===== config.mk =====
export PLATFORM = sky130hd
export DESIGN_NAME = ps2_scancode_decoder
export DESIGN_NICKNAME = d
export VERILOG_FILES = /design/src/rtl/ps2_pkg.sv /design/src/rtl/ps2_ascii_map.sv /design/src/rtl/ps2_scancode_decoder.sv
export SDC_FILE = /design/constraint.sdc
export NUM_CORES = 1
export LEC_CHECK = 0
export ABC_AREA = 1
export CAP_MARGIN = 40
export CELL_PAD_IN_SITES_DETAIL_PLACEMENT = 1
export CELL_PAD_IN_SITES_GLOBAL_PLACEMENT = 2
export CORE_ASPECT_RATIO = 1.5
export CORE_MARGIN = 2
export CORE_UTILIZATION = 40
export DETAILED_ROUTE_END_ITERATION = 10
export DONT_BUFFER_PORTS = 1
export PLACE_DENSITY_LB_ADDON = 0.1
export SYNTH_ARGS = -nofsm -noshare
export SYNTH_HDL_FRONTEND = slang
export SYNTH_HIERARCHICAL = 1
export SYNTH_SLANG_ARGS = --single-unit

===== constraint.sdc =====
create_clock -name clk -period 3.4 [get_ports clk]
set_input_delay 1.02 -clock clk [delete_from_list [all_inputs] [get_ports clk]]
set_output_delay 1.02 -clock clk [all_outputs]
set_load 0.02 [all_outputs]

===== src/rtl/ps2_pkg.sv =====
// Shared constants, FSM encoding and event layout for the PS/2 scan-code decoder.
package ps2_pkg;

    localparam logic [7:0] SC_E0     = 8'hE0;
    localparam logic [7:0] SC_F0     = 8'hF0;
    localparam logic [7:0] SC_E1     = 8'hE1;
    localparam logic [7:0] SC_LSHIFT = 8'h12;
    localparam logic [7:0] SC_RSHIFT = 8'h59;
    localparam logic [7:0] SC_CAPS   = 8'h58;
    localparam logic [7:0] SC_BAT    = 8'hAA;
    localparam logic [7:0] SC_ACK    = 8'hFA;
    localparam logic [7:0] SC_ECHO   = 8'hEE;
    localparam logic [7:0] SC_RESEND = 8'hFE;

    // Bytes following E1 (Pause/Break) that are swallowed
    localparam logic [2:0] E1_DROP_LEN = 3'd7;

    typedef enum logic [2:0] {
        IDLE,
        GOT_E0,
        GOT_F0,
        GOT_E0F0,
        DROP
    } ps2_state_e;

    typedef struct packed {
        logic       ext;
        logic       make;
        logic [7:0] code;
        logic [7:0] ascii;
    } key_evt_t;

    function automatic logic is_ctrl_byte(input logic [7:0] b);
        return (b == SC_BAT) || (b == SC_ACK) || (b == SC_ECHO) || (b == SC_RESEND);
    endfunction

endpackage


===== src/rtl/ps2_ascii_map.sv =====
// Combinational scan-code set 2 to ASCII lookup with shift/caps handling.
module ps2_ascii_map (
    input  logic [7:0] code_i,
    input  logic       ext_i,
    input  logic       shift_i,
    input  logic       caps_i,
    output logic [7:0] ascii_o
);

    logic [7:0] lower, num, num_sh, ctl;

    always_comb begin
        lower  = '0;
        num    = '0;
        num_sh = '0;
        ctl    = '0;
        case (code_i)
            8'h1C: lower = 8'h61;  8'h32: lower = 8'h62;  8'h21: lower = 8'h63;
            8'h23: lower = 8'h64;  8'h24: lower = 8'h65;  8'h2B: lower = 8'h66;
            8'h34: lower = 8'h67;  8'h33: lower = 8'h68;  8'h43: lower = 8'h69;
            8'h3B: lower = 8'h6A;  8'h42: lower = 8'h6B;  8'h4B: lower = 8'h6C;
            8'h3A: lower = 8'h6D;  8'h31: lower = 8'h6E;  8'h44: lower = 8'h6F;
            8'h4D: lower = 8'h70;  8'h15: lower = 8'h71;  8'h2D: lower = 8'h72;
            8'h1B: lower = 8'h73;  8'h2C: lower = 8'h74;  8'h3C: lower = 8'h75;
            8'h2A: lower = 8'h76;  8'h1D: lower = 8'h77;  8'h22: lower = 8'h78;
            8'h35: lower = 8'h79;  8'h1A: lower = 8'h7A;
            8'h45: begin num = 8'h30; num_sh = 8'h29; end
            8'h16: begin num = 8'h31; num_sh = 8'h21; end
            8'h1E: begin num = 8'h32; num_sh = 8'h40; end
            8'h26: begin num = 8'h33; num_sh = 8'h23; end
            8'h25: begin num = 8'h34; num_sh = 8'h24; end
            8'h2E: begin num = 8'h35; num_sh = 8'h25; end
            8'h36: begin num = 8'h36; num_sh = 8'h5E; end
            8'h3D: begin num = 8'h37; num_sh = 8'h26; end
            8'h3E: begin num = 8'h38; num_sh = 8'h2A; end
            8'h46: begin num = 8'h39; num_sh = 8'h28; end
            8'h29: ctl = 8'h20;
            8'h5A: ctl = 8'h0D;
            8'h66: ctl = 8'h08;
            8'h0D: ctl = 8'h09;
            8'h76: ctl = 8'h1B;
            default: ;
        endcase

        // Only keypad Enter is meaningful among E0-prefixed codes
        if (ext_i)
            ascii_o = (code_i == 8'h5A) ? 8'h0D : 8'h00;
        else if (lower != 8'h00)
            ascii_o = (shift_i ^ caps_i) ? lower - 8'h20 : lower;
        else if (num != 8'h00)
            ascii_o = shift_i ? num_sh : num;
        else
            ascii_o = ctl;
    end

endmodule


===== src/rtl/ps2_scancode_decoder.sv =====
// PS/2 set-2 byte stream to key events: prefix FSM, modifier tracking, event FIFO.
module ps2_scancode_decoder
    import ps2_pkg::*;
#(
    parameter int FIFO_DEPTH = 8
) (
    input  logic       clk,
    input  logic       rst_n,
    input  logic [7:0] scan_code,
    input  logic       new_data,
    input  logic       key_ready,
    output logic       key_valid,
    output logic [7:0] key_code,
    output logic [7:0] key_ascii,
    output logic       key_make,
    output logic       key_extended,
    output logic       shift_active,
    output logic       caps_lock,
    output logic       overflow
);

    localparam int         AW       = (FIFO_DEPTH > 1) ? $clog2(FIFO_DEPTH) : 1;
    localparam logic [AW:0] FULL_CNT = (AW + 1)'(FIFO_DEPTH);

    logic       nd_q, accept;
    ps2_state_e state_q, state_d;
    logic [2:0] drop_q, drop_d;
    logic       evt_vld, evt_make, evt_ext;
    logic [7:0] evt_ascii;
    logic       lshift_q, lshift_d, rshift_q, rshift_d;
    logic       caps_held_q, caps_held_d, caps_q, caps_d;

    key_evt_t      mem_q [FIFO_DEPTH];
    key_evt_t      evt, head;
    logic [AW-1:0] wr_q, rd_q;
    logic [AW:0]   cnt_q;
    logic          full, pop, push_ok, overflow_q;

    assign accept = new_data & ~nd_q;

    always_comb begin
        state_d  = state_q;
        drop_d   = drop_q;
        evt_vld  = 1'b0;
        evt_make = 1'b0;
        evt_ext  = 1'b0;
        if (accept) begin
            case (state_q)
                IDLE: begin
                    if (scan_code == SC_E0)
                        state_d = GOT_E0;
                    else if (scan_code == SC_F0)
                        state_d = GOT_F0;
                    else if (scan_code == SC_E1) begin
                        state_d = DROP;
                        drop_d  = E1_DROP_LEN;
                    end else if (!is_ctrl_byte(scan_code)) begin
                        evt_vld  = 1'b1;
                        evt_make = 1'b1;
                    end
                end
                GOT_E0: begin
                    if (scan_code == SC_F0)
                        state_d = GOT_E0F0;
                    else begin
                        state_d  = IDLE;
                        evt_vld  = (scan_code != SC_LSHIFT);
                        evt_make = 1'b1;
                        evt_ext  = 1'b1;
                    end
                end
                GOT_F0: begin
                    state_d = IDLE;
                    evt_vld = 1'b1;
                end
                GOT_E0F0: begin
                    state_d = IDLE;
                    evt_vld = (scan_code != SC_LSHIFT);
                    evt_ext = 1'b1;
                end
                DROP: begin
                    drop_d = drop_q - 3'd1;
                    if (drop_q == 3'd1)
                        state_d = IDLE;
                end
                default: state_d = IDLE;
            endcase
        end
    end

    // Modifiers update even when the FIFO drops the event
    always_comb begin
        lshift_d    = lshift_q;
        rshift_d    = rshift_q;
        caps_held_d = caps_held_q;
        caps_d      = caps_q;
        if (evt_vld && !evt_ext) begin
            case (scan_code)
                SC_LSHIFT: lshift_d = evt_make;
                SC_RSHIFT: rshift_d = evt_make;
                SC_CAPS: begin
                    caps_held_d = evt_make;
                    if (evt_make && !caps_held_q)
                        caps_d = ~caps_q;
                end
                default: ;
            endcase
        end
    end

    ps2_ascii_map u_ascii (
        .code_i  (scan_code),
        .ext_i   (evt_ext),
        .shift_i (lshift_q | rshift_q),
        .caps_i  (caps_q),
        .ascii_o (evt_ascii)
    );

    assign evt     = '{ext: evt_ext, make: evt_make, code: scan_code, ascii: evt_ascii};
    assign full    = (cnt_q == FULL_CNT);
    assign pop     = key_valid & key_ready;
    assign push_ok = evt_vld & (~full | pop);

    always_ff @(posedge clk) begin
        if (!rst_n) begin
            nd_q        <= 1'b1;
            state_q     <= IDLE;
            drop_q      <= '0;
            lshift_q    <= 1'b0;
            rshift_q    <= 1'b0;
            caps_held_q <= 1'b0;
            caps_q      <= 1'b0;
            wr_q        <= '0;
            rd_q        <= '0;
            cnt_q       <= '0;
            overflow_q  <= 1'b0;
            for (int i = 0; i < FIFO_DEPTH; i++)
                mem_q[i] <= '0;
        end else begin
            nd_q        <= new_data;
            state_q     <= state_d;
            drop_q      <= drop_d;
            lshift_q    <= lshift_d;
            rshift_q    <= rshift_d;
            caps_held_q <= caps_held_d;
            caps_q      <= caps_d;
            if (push_ok) begin
                mem_q[wr_q] <= evt;
                wr_q        <= wr_q + 1'b1;
            end
            if (pop)
                rd_q <= rd_q + 1'b1;
            case ({push_ok, pop})
                2'b10:   cnt_q <= cnt_q + 1'b1;
                2'b01:   cnt_q <= cnt_q - 1'b1;
                default: ;
            endcase
            overflow_q <= evt_vld & full & ~pop;
        end
    end

    assign head         = mem_q[rd_q];
    assign key_valid    = (cnt_q != '0);
    assign key_code     = key_valid ? head.code  : 8'h00;
    assign key_ascii    = key_valid ? head.ascii : 8'h00;
    assign key_make     = key_valid & head.make;
    assign key_extended = key_valid & head.ext;
    assign shift_active = lshift_q | rshift_q;
    assign caps_lock    = caps_q;
    assign overflow     = overflow_q;

endmodule


==> impl_results.md <==
* Number of global-route vias before repair at between 7k and 8k
* Met2 track demand over resource in global routing at 0.441
* Result of the run: complete, no violations
* Switching part of the total power at 0.364
* Number of diodes at 0
* Count of different cell masters after synthesis at 38
* Max-cap violations at 0
* Required time at the endpoint of the critical path at between 2 and 2.5 ns
* Critical path arrival at 2.22 ns
* Total net switching power at between 2 and 2.5 mW
* Routability congestion estimate at around 0.86
* Met3 Use GR at 0.0401
* Count of pins on the block boundary at 34
* Floorplan core area at 0.0217 mm²
* CP max FO at 19
* Number of buffers on the longest clock path at 2
* Total count of hold-check failures in the final report at 0
* DRC violation total after the first TritonRoute iteration at 416
* Most instantiated cells after synthesis: nor2_1, nand2_1, edfxtp_1
* Crit share post-route at 0.952
* Number of antenna violations at the first check in global routing at 0
* Effective utilization at floorplan at 0.408
* Crit-path max cell delay at a little over 0.5 ns
* Mean number of vias per cell at ~5.3
* Wire length of the first global-routing pass at between 40 and 50 mm
* Sequential fraction of the synthesis area at 0.544
* Setup slack of the critical path after layout at about 0.16 ns
* First-pass iteration count of the detailed router at 4
* Design internal power at between 4 and 5 mW
* Most repeated cell in the gate-level netlist after synthesis: nor2_1
* Clock root buffer: clkbuf_16
* Type of element launching the critical path: flip-flop
* Post-CTS setup buffers at 0
* Power per Cell Area at approximately 670 mW/mm²
* Part of the power in registers at 0.359
* Number of enable-type register cells in the synthesized netlist at 144
* CTS clk-pin slew, worst paths at approximately 0.060 ns
* Fmax at between 300 and 400 MHz
* Met1 usage in global routing at 0.272
* TritonCTS buffer count at 17
* Slowest CP cell: dfxtp_1
* Max Slew Vio Count at 0
* Floorplan die width at 126 µm
* Worst-Skew Late Latency at 0.43 ns
* Top cell type's share of synthesized area at 0.488
* Final setup violating endpoints at 0
* Drt total wl at about 27 mm
* Critical R2R Launch: cnt_q[0]$_SDFFE_PN0P_
* GRT overflow at 0
* Utilization after layout at 0.468
* Per-cell routed wire length at between 15 and 20 µm
* CP cell instances: buf_4 > o21ai_0 > o22ai_1 > o21ai_0 > a31oi_1 > buf_4
* Count of vias placed by the detailed router at about 7.3k
* Number of nets still failing antenna checks after routing at 0
* Cell taking the most area after synthesis: edfxtp_1
* Clock network fraction of total power at 0.288
* Final worst clock skew at between 0.009 and 0.01 ns
* Layer with the highest usage after global routing: met2
* Cell types occupying the most area after synthesis: edfxtp_1, nor2_1, nand2_1
* DRC violations left at 0
* Total Die Area at 0.0234 mm²
* Pin slew with the least headroom to its limit at 0.547 ns
* Total leakage power at between 4 and 5 nW
* Unrepaired setup endpoints after global routing: no
* Hold buffer count at CTS at 0
* Kind of path behind the tightest hold check: reg -> reg
* Post-CTS Resized at 0
* Slew HR at 0.633
* Synthesis-stage register bit count at ~170
* Fraction of layout instances using a drive strength above 1 at 0.163
* Portion of total power attributed to combinational logic at 0.353
* Fraction of registers with async set or reset after synthesis at 0
* Maximum number of pins on one net before global-route repair at a little over 60
* Post-synthesis area per instance at approximately 8.6 µm²
* IR Drop Worst-Case VDD at 0.469 mV
* Synthesized Nets at between 1k and 1.5k
* Commonest register cell after synthesis: edfxtp_1
* CP Capture Type: output pin
* Final min period at 3.24 ns
* GRT Total Usage at 0.238
* Nets at roughly 1.1k
* Instance count of the mapped netlist at a little over 1k
* Dpl ws at around 0.18 ns
* Count of clock tree sinks at 169
* Depth of the CTS H-tree at 4
* Worst setup path category: reg -> out
* Clock tree from TritonCTS: built
* Netlist area before placement at 0.00886 mm²
* Count of buffers inserted at the top-level ports at 0
* Die boundary height at approximately 190 µm
* DP Wirelength at 18.4 mm
* Syn-to-layout area delta at 14.8%
* Worst hold path startpoint: rshift_q$_SDFFE_PN0P_
* Final setup TNS at 0 ns
* Count of synthesis-stage warnings from yosys at 6
* Num rows at between 60 and 70
==> state kept, by name, summed over array words and instances, names as in the netlist, named ones only <==
name         count
rshift_q         1
mem_q          144
wr_q             3
drop_q           3
cnt_q            4
lshift_q         1
nd_q             1
caps_held_q      1
caps_lock        1
rd_q             3
overflow         1
state_q          3
==> area by class of cell <==
| cell class | count | area (µm²) |
|---|---|---|
| clock buffer | 20 | 437 |
| clock inverter | 12 | 148 |
| fill | 2603 | 11500 |
| inverter | 80 | 300 |
| multi-input combinational | 747 | 3540 |
| sequential | 169 | 4830 |
| tap | 272 | 340 |
| timing repair buffer | 66 | 583 |
==> per-layer routing <==
layer / vias to the layer above / share of wire
li1: 3548 / -
met1: 3555 / 0.40
met2: 146 / 0.54
met3: 43 / 0.038
met4: 0 / 0.026
met5: - / 0
==> critical path, delay by kind of cell, from the launching register on <==
family | cells | cell delay, ns
AO/OA/AOI/OAI | 4 | 0.74
buffers and inverters | 2 | 0.53
flip-flops | 1 | 0.51
==> power by group through the flow <==
stage               Combinational, mW  Clock [mW]  Sequential [mW]
finish                           2.39        1.95             2.43
global route                     2.66        2.06             2.45
CTS                              2.43        1.99             2.43
detailed placement               2.42           0             2.48
global placement                 2.39           0             2.47
floorplan                        1.45           0             2.44
==> kinds of logic after synthesis <==
kind of cell             after synthesis  synth area share
AO/OA/AOI/OAI                        177             0.107
XOR/XNOR                               2           0.00198
adder cells (fa/ha/maj)                9            0.0136
flip-flops                           169             0.544
AND/OR/NAND/NOR                      559             0.277
buffers and inverters                120            0.0565
==> cells in the final DEF, fill, tap and decap left out, types with 20 or more instances in the layout <==
cell | synthesis | final
a31oi_1 | 21 | 21
dfxtp_1 | 25 | 24
inv_1 | 66 | 66
buf_4 | 0 | 59
o21ai_0 | 109 | 109
nor2_2 | 43 | 43
nand2_1 | 154 | 154
a21oi_1 | 24 | 24
nand3_1 | 20 | 20
nor2_1 | 288 | 288
edfxtp_1 | 144 | 144
==> through the flow <==
step | instance area [µm²] | instances | total power [mW] | hold WS [ns]
2_1_floorplan | 8860 | 1036 | 3.89 | 0.429
3_3_place_gp | 9590 | 1334 | 4.86 | 0.445
3_5_place_dp | 9590 | 1334 | 4.89 | 0.447
4_1_cts | 10200 | 1366 | 6.85 | 0.458
5_1_grt | 10200 | 1366 | 7.16 | 0.485
6_report | 10200 | 1366 | 6.77 | 0.452
==> path summary, 6_finish.rpt <==
| check | to | slack (ns) | depth (start not counted) |
|---|---|---|---|
| worst max-delay path | key_ascii[0] | 0.16 | 6 |
| worst min-delay path | rshift_q$_SDFFE_PN0P_ | 0.45 | 2 |
| worst max register to register | cnt_q[3]$_SDFFE_PN0P_ | 0.80 | 19 |
| worst min register to register | rshift_q$_SDFFE_PN0P_ | 0.45 | 2 |
(Power assumes the default switching activity.)
